### config.mk
export PLATFORM = sky130hd
export DESIGN_NAME = ant_stepper
export DESIGN_NICKNAME = d
export VERILOG_FILES = /design/src/rtl/ant_pkg.sv /design/src/rtl/ant_grid_ram.sv /design/src/rtl/ant_stepper.sv
export SDC_FILE = /design/constraint.sdc
export NUM_CORES = 1
export LEC_CHECK = 0
export CAP_MARGIN = 20
export CORE_MARGIN = 2
export CORE_UTILIZATION = 50
export CTS_BUF_LIST = sky130_fd_sc_hd__clkbuf_4
export DETAILED_ROUTE_END_ITERATION = 8
export DONT_BUFFER_PORTS = 1
export GPL_TIMING_DRIVEN = 0
export PLACE_DENSITY_LB_ADDON = 0.15
export SYNTH_ARGS = -nofsm -noshare
export SYNTH_HDL_FRONTEND = slang
export SYNTH_SLANG_ARGS = --single-unit
### constraint.sdc
create_clock -name iclk -period 9 [get_ports iclk]
set_clock_uncertainty 0.2 [all_clocks]
set_input_delay 0.9 -clock iclk [delete_from_list [all_inputs] [get_ports iclk]]
set_output_delay 0.9 -clock iclk [all_outputs]
set_load 0.01 [all_outputs]
### src/rtl/ant_pkg.sv
// Shared Langton's-ant encodings: direction codes, sequencer states and turn helpers.
// Used by the stepper and the ant_body renderer so both agree on the direction encoding.
package ant_pkg;

   localparam logic [1:0] DIR_UP    = 2'd0;
   localparam logic [1:0] DIR_DOWN  = 2'd1;
   localparam logic [1:0] DIR_LEFT  = 2'd2;
   localparam logic [1:0] DIR_RIGHT = 2'd3;

   typedef enum logic [2:0] {
      S_CLEAR = 3'd0,
      S_IDLE  = 3'd1,
      S_READ  = 3'd2,
      S_WRITE = 3'd3,
      S_MOVE  = 3'd4
   } state_t;

   function automatic logic [1:0] turn_right(input logic [1:0] d);
      case (d)
         DIR_UP:    return DIR_RIGHT;
         DIR_RIGHT: return DIR_DOWN;
         DIR_DOWN:  return DIR_LEFT;
         default:   return DIR_UP;
      endcase
   endfunction

   function automatic logic [1:0] turn_left(input logic [1:0] d);
      case (d)
         DIR_UP:    return DIR_LEFT;
         DIR_LEFT:  return DIR_DOWN;
         DIR_DOWN:  return DIR_RIGHT;
         default:   return DIR_UP;
      endcase
   endfunction

endpackage

### src/rtl/ant_grid_ram.sv
// N x 1 cell-colour store: one sync write port, one async read port for the sequencer,
// one registered display read port (1-cycle latency, no write forwarding, never stalls).
module ant_grid_ram #(
   parameter int N  = 25,
   parameter int AW = 7
)(
   input  logic          clk_i,
   input  logic          rst_i,
   input  logic          we_i,
   input  logic [AW-1:0] waddr_i,
   input  logic          wdat_i,
   input  logic [AW-1:0] raddr_i,
   output logic          rdat_o,
   input  logic [AW-1:0] daddr_i,
   output logic          ddat_o
);

   logic [N-1:0] grid_q;
   logic [N-1:0] rd_shift;
   logic [N-1:0] disp_shift;
   logic         ddat_q;

   always_ff @(posedge clk_i) begin
      for (int i = 0; i < N; i++) begin
         if (we_i && (waddr_i == AW'(i))) grid_q[i] <= wdat_i;
      end
   end

   // Shifting rather than indexing makes out-of-range display addresses read as 0.
   assign rd_shift   = grid_q >> raddr_i;
   assign disp_shift = grid_q >> daddr_i;
   assign rdat_o     = rd_shift[0];

   always_ff @(posedge clk_i) begin
      if (rst_i) ddat_q <= 1'b0;
      else       ddat_q <= disp_shift[0];
   end

   assign ddat_o = ddat_q;

endmodule

### src/rtl/ant_stepper.sv
// Langton's ant sequencer: owns ant position/direction, steps READ->WRITE->MOVE (3 cycles), clears grid in N cycles.
// istep/iclear are dropped while busy, except iclear during a step which is held until the step ends.
module ant_stepper
   import ant_pkg::*;
#(
   parameter  int C_NUM_OF_CELLS_X = 5,
   parameter  int C_NUM_OF_CELLS_Y = 5,
   parameter  int C_STEP_PERIOD    = 4,
   localparam int XW = $clog2(C_NUM_OF_CELLS_X),
   localparam int YW = $clog2(C_NUM_OF_CELLS_Y)
)(
   input  logic          iclk,
   input  logic          irst,
   input  logic          istep,
   input  logic          irun,
   input  logic          iclear,
   input  logic [XW-1:0] column,
   input  logic [YW-1:0] line,
   output logic          ocell,
   output logic [XW-1:0] cur_pos_x,
   output logic [YW-1:0] cur_pos_y,
   output logic [1:0]    direction,
   output logic          obusy,
   output logic          odone,
   output logic [31:0]   ostep_cnt
);

   localparam int N  = C_NUM_OF_CELLS_X * C_NUM_OF_CELLS_Y;
   localparam int AW = XW + YW + 1;
   localparam int PW = $clog2(C_STEP_PERIOD);

   localparam logic [XW-1:0] X_MAX  = XW'(C_NUM_OF_CELLS_X - 1);
   localparam logic [YW-1:0] Y_MAX  = YW'(C_NUM_OF_CELLS_Y - 1);
   localparam logic [XW-1:0] X_MID  = XW'(C_NUM_OF_CELLS_X / 2);
   localparam logic [YW-1:0] Y_MID  = YW'(C_NUM_OF_CELLS_Y / 2);
   localparam logic [AW-1:0] N_LAST = AW'(N - 1);
   localparam logic [PW-1:0] P_LAST = PW'(C_STEP_PERIOD - 1);

   state_t        state_q, state_d;
   logic [AW-1:0] idx_q;
   logic [XW-1:0] pos_x_q;
   logic [YW-1:0] pos_y_q;
   logic [1:0]    dir_q, new_dir_q;
   logic          c_q, done_q, clr_pend_q;
   logic [31:0]   cnt_q;
   logic [PW-1:0] per_q;

   logic          trigger;
   logic          ram_we, ram_wdat, ram_rdat;
   logic [AW-1:0] ram_waddr, ant_addr, disp_addr;

   assign trigger   = istep | (irun & (per_q == P_LAST));
   assign ant_addr  = AW'(pos_y_q) * AW'(C_NUM_OF_CELLS_X) + AW'(pos_x_q);
   assign disp_addr = AW'(line) * AW'(C_NUM_OF_CELLS_X) + AW'(column);

   always_ff @(posedge iclk) begin
      if (irst) state_q <= S_CLEAR;
      else      state_q <= state_d;
   end

   always_comb begin
      state_d = state_q;
      case (state_q)
         S_CLEAR: if (idx_q == N_LAST) state_d = S_IDLE;
         S_IDLE: begin
            if (iclear || clr_pend_q) state_d = S_CLEAR;
            else if (trigger)         state_d = S_READ;
         end
         S_READ:  state_d = S_WRITE;
         S_WRITE: state_d = S_MOVE;
         S_MOVE:  state_d = S_IDLE;
         default: state_d = S_CLEAR;
      endcase
   end

   // Write enable is gated by irst so an interrupted operation never commits a cell.
   always_comb begin
      obusy     = (state_q != S_IDLE);
      ram_we    = !irst && ((state_q == S_CLEAR) || (state_q == S_WRITE));
      ram_waddr = (state_q == S_CLEAR) ? idx_q : ant_addr;
      ram_wdat  = (state_q == S_CLEAR) ? 1'b0 : ~c_q;
   end

   always_ff @(posedge iclk) begin
      if (irst) begin
         idx_q      <= '0;
         pos_x_q    <= X_MID;
         pos_y_q    <= Y_MID;
         dir_q      <= DIR_UP;
         new_dir_q  <= DIR_UP;
         c_q        <= 1'b0;
         done_q     <= 1'b0;
         clr_pend_q <= 1'b0;
         cnt_q      <= '0;
         per_q      <= '0;
      end else begin
         done_q <= 1'b0;
         case (state_q)
            S_CLEAR: begin
               pos_x_q    <= X_MID;
               pos_y_q    <= Y_MID;
               dir_q      <= DIR_UP;
               cnt_q      <= '0;
               clr_pend_q <= 1'b0;
               if (idx_q == N_LAST) begin
                  idx_q  <= '0;
                  done_q <= 1'b1;
               end else begin
                  idx_q <= idx_q + AW'(1);
               end
            end
            S_IDLE:  clr_pend_q <= 1'b0;
            S_READ:  c_q <= ram_rdat;
            S_WRITE: new_dir_q <= c_q ? turn_left(dir_q) : turn_right(dir_q);
            S_MOVE: begin
               dir_q  <= new_dir_q;
               done_q <= 1'b1;
               cnt_q  <= cnt_q + 32'd1;
               case (new_dir_q)
                  DIR_UP:    pos_y_q <= (pos_y_q == '0)    ? Y_MAX : pos_y_q - YW'(1);
                  DIR_DOWN:  pos_y_q <= (pos_y_q == Y_MAX) ? '0    : pos_y_q + YW'(1);
                  DIR_LEFT:  pos_x_q <= (pos_x_q == '0)    ? X_MAX : pos_x_q - XW'(1);
                  default:   pos_x_q <= (pos_x_q == X_MAX) ? '0    : pos_x_q + XW'(1);
               endcase
            end
            default: ;
         endcase
         if (iclear && (state_q == S_READ || state_q == S_WRITE || state_q == S_MOVE))
            clr_pend_q <= 1'b1;
         if (!irun)                  per_q <= '0;
         else if (state_q == S_IDLE) per_q <= trigger ? '0 : per_q + PW'(1);
      end
   end

   ant_grid_ram #(.N(N), .AW(AW)) u_grid (
      .clk_i   (iclk),
      .rst_i   (irst),
      .we_i    (ram_we),
      .waddr_i (ram_waddr),
      .wdat_i  (ram_wdat),
      .raddr_i (ant_addr),
      .rdat_o  (ram_rdat),
      .daddr_i (disp_addr),
      .ddat_o  (ocell)
   );

   assign cur_pos_x = pos_x_q;
   assign cur_pos_y = pos_y_q;
   assign direction = dir_q;
   assign odone     = done_q;
   assign ostep_cnt = cnt_q;

endmodule

==> results.json <==
{
  "cp_top_family": "adder cells",
  "end_kind": "flip-flop",
  "via_count": 3624,
  "rsz0062_at_grt": "false",
  "crit_slowest_cell": "dfxtp_1",
  "ant_nets": 0,
  "firstDrtPassIters": 4,
  "syn_inst": 496,
  "ios": 54,
  "fp.dieW_um": 103.2,
  "max_freq_mhz": 285.0,
  "ys_warn_count": 0,
  "finalNetCount": 554,
  "cp_num_buf_inv": 0,
  "hold_violations": 0,
  "period_share_pct": 38.99,
  "drv_slew": 0,
  "initial_core_util_pct": 51.04,
  "grt_antenna_before_repair": 0,
  "setup_viol": 0,
  "crit_top_cell": "ha_1",
  "syn_nets": 542,
  "grt_pass1_vias": 3496,
  "wirelength_um": 10390,
  "htree_levels": 3,
  "layout_commonest_cell": "nor2_1",
  "overflow": 0,
  "dieArea_um2": 10650,
  "status": "complete, no violations",
  "avgSynthCellArea_um2": 9.919,
  "syn_area_um2": 4920,
  "numCtsBuffers": 9,
  "hold_ws_ns": 0.3501,
  "synth-edff-count": 25,
  "cp.arrival_ns": 3.46,
  "clockBufferDepth": 2,
  "gp_congestion": 0.8709,
  "fin_setup_tns_ns": 0,
  "core_um2": 9639,
  "path_max_fanout": 8,
  "drc": 0,
  "cts_setup_buffers": 0,
  "cts_tree": "done",
  "holdCritPathClass": "reg -> reg",
  "p_per_area_nw_per_um2": 136.0,
  "ys.flop_type": "dfxtp_1",
  "cp-start-kind": "flip-flop",
  "fillers": 912,
  "grtUsageTotal_pct": 20.93,
  "rows": 36,
  "antennaDiodeCount": 0,
  "routedWlPerCell_um": 16.09,
  "worstMarginPinSlew_ns": 0.6885,
  "ys_ff_latch": 83,
  "cap_violations": 0,
  "grt_pass1_wl_um": 17350,
  "max_slew_margin_pct": 53.93,
  "path_cells": "ha_1 > ha_1 > fa_1 > xnor2_1 > nand2_1 > o32a_1 > a21oi_2 > nor3b_2",
  "hpwl_um": 7803,
  "seq_area_frac_synth_pct": 38.86,
  "path_clk_slew_ns": 0.14,
  "io_buffer_count": 0,
  "postCtsResizedCells": 0,
  "power_leakage_uw": 0.001885,
  "max_stage_delay_ns": 0.56,
  "layout_common_cells": "nor2_1, dfxtp_1, ha_1",
  "cts.sink_count": 83,
  "viasPerCell": 5.610,
  "ys_types": 72,
  "drt-initial-drc-count": 224,
  "cts_root_buffer": "clkbuf_4",
  "drive_above_1_share_pct": 14.23,
  "period_needed_ns": 3.509,
  "vdd_drop_max_uv": 71.12,
  "die_height_um": 103.2,
  "cts_hold_buf": 0,
  "clk-insertion-delay-late_ns": 0.44,
  "area_delta_synth_final_pct": 7.324,
  "synthArstFlopShare_pct": 0,
  "worstPathRequired_ns": 8.95,
  "grt_max_degree": 16,
  "path_class": "reg -> reg"
}
kinds of logic (layout without fill, tap and decap cells):
kind of cell             count (synthesis)  count (layout)  synth area share, %
AO/OA/AOI/OAI                           69              69                9.309
XOR/XNOR                                38              38                6.765
adder cells (fa/ha/maj)                 35              35                9.207
buffers and inverters                   37              54                3.764
flip-flops                              83              83                38.86
multiplexers                            23              23                7.833
AND/OR/NAND/NOR                        211             211                24.26
path summary, 6_finish.rpt:
kind | from | endpoint | slack [ns] | cells after the start
max reg2reg | cur_pos_y[2] | u_grid.grid_q[5] | 5.49 | 8
min reg2reg | per_q[0] | per_q[0] | 0.35 | 2
max | cur_pos_y[2] | u_grid.grid_q[5] | 5.49 | 8
min | per_q[0] | per_q[0] | 0.35 | 2
routing by layer:
layer  part of all wire, %  GRT usage [%]
met3                   4.7          5.108
met2                    48          33.82
met5                     0              0
met4                   1.4          6.478
met1                    46          27.90
power breakdown:
group          leakage (uW)  internal [uW]  switching (uW)
sequential         0.000694            386            3.03
clock             0.0000901            140             134
combinational       0.00110           25.6            28.9
total               0.00189            552             166
registers in the layout, indices dropped and copies added, names as in the netlist:
name / count
clr_pend_q: 1
idx_q: 7
u_grid.ddat_o: 1
c_q: 1
per_q: 2
ostep_cnt: 32
cur_pos_y: 3
odone: 1
cur_pos_x: 3
state_q: 3
new_dir_q: 2
direction: 2
u_grid.grid_q: 25
tightest hold or removal path, delay by kind of cell, from the launching register on:
family           cells  cell delay, ns
flip-flops           1            0.37
multiplexers         1            0.08
AND/OR/NAND/NOR      1            0.07
stage by stage:
stage | setup WS, ns | utilization (%) | total power, uW | std cells | instance area (um^2)
2_1_floorplan | 5.610 | - | 441.5 | 496 | 4920
3_3_place_gp | 5.299 | 52.76 | 452.0 | 629 | 5086
3_5_place_dp | 5.321 | 52.88 | 452.7 | 630 | 5097
4_1_cts | 5.514 | 54.78 | 725.6 | 646 | 5280
5_1_grt | 5.262 | 54.78 | 749.6 | 646 | 5280
6_report | 5.491 | 54.78 | 718.0 | 646 | 5280
final cells by class:
class                   instances  area [um^2]  area share (%)
plain buffers                  21        125.1           2.370
clock buffers                   9        67.56           1.280
clock inverters                 7        115.1           2.180
inverters                      16        60.06           1.137
multi-input cells             376         2823           53.46
flip-flops and latches         83         1912           36.21
well taps                     133        166.4           3.152
repair buffers                  1        11.26          0.2133
cells in the mapped netlist (3+ instances only):
cell | instances | area (um^2)
a21o_1 | 4 | 30.03
a21oi_1 | 22 | 110.1
a22oi_1 | 5 | 37.54
a31oi_1 | 3 | 18.77
and2_1 | 3 | 18.77
and3_1 | 5 | 31.28
and4_1 | 5 | 43.79
buf_2 | 4 | 20.02
buf_4 | 3 | 22.52
buf_6 | 4 | 45.04
clkbuf_1 | 8 | 30.03
dfxtp_1 | 58 | 1161
edfxtp_1 | 25 | 750.7
ha_1 | 33 | 412.9
inv_1 | 16 | 60.06
mux2_2 | 4 | 45.04
mux2i_1 | 7 | 70.07
mux4_2 | 12 | 270.3
nand2_1 | 32 | 120.1
nand2b_1 | 5 | 31.28
nand3_1 | 20 | 100.1
nand4_1 | 5 | 31.28
nor2_1 | 72 | 270.3
nor2_2 | 3 | 18.77
nor2b_1 | 10 | 62.56
nor3_1 | 15 | 75.07
nor4b_1 | 3 | 26.28
o21ai_0 | 10 | 50.05
o21bai_1 | 3 | 22.52
o22ai_1 | 3 | 18.77
or2_2 | 3 | 18.77
or3_1 | 4 | 25.02
xnor2_1 | 23 | 201.4
xor2_1 | 15 | 131.4
No activity file was read; power rests on OpenSTA's default activity.
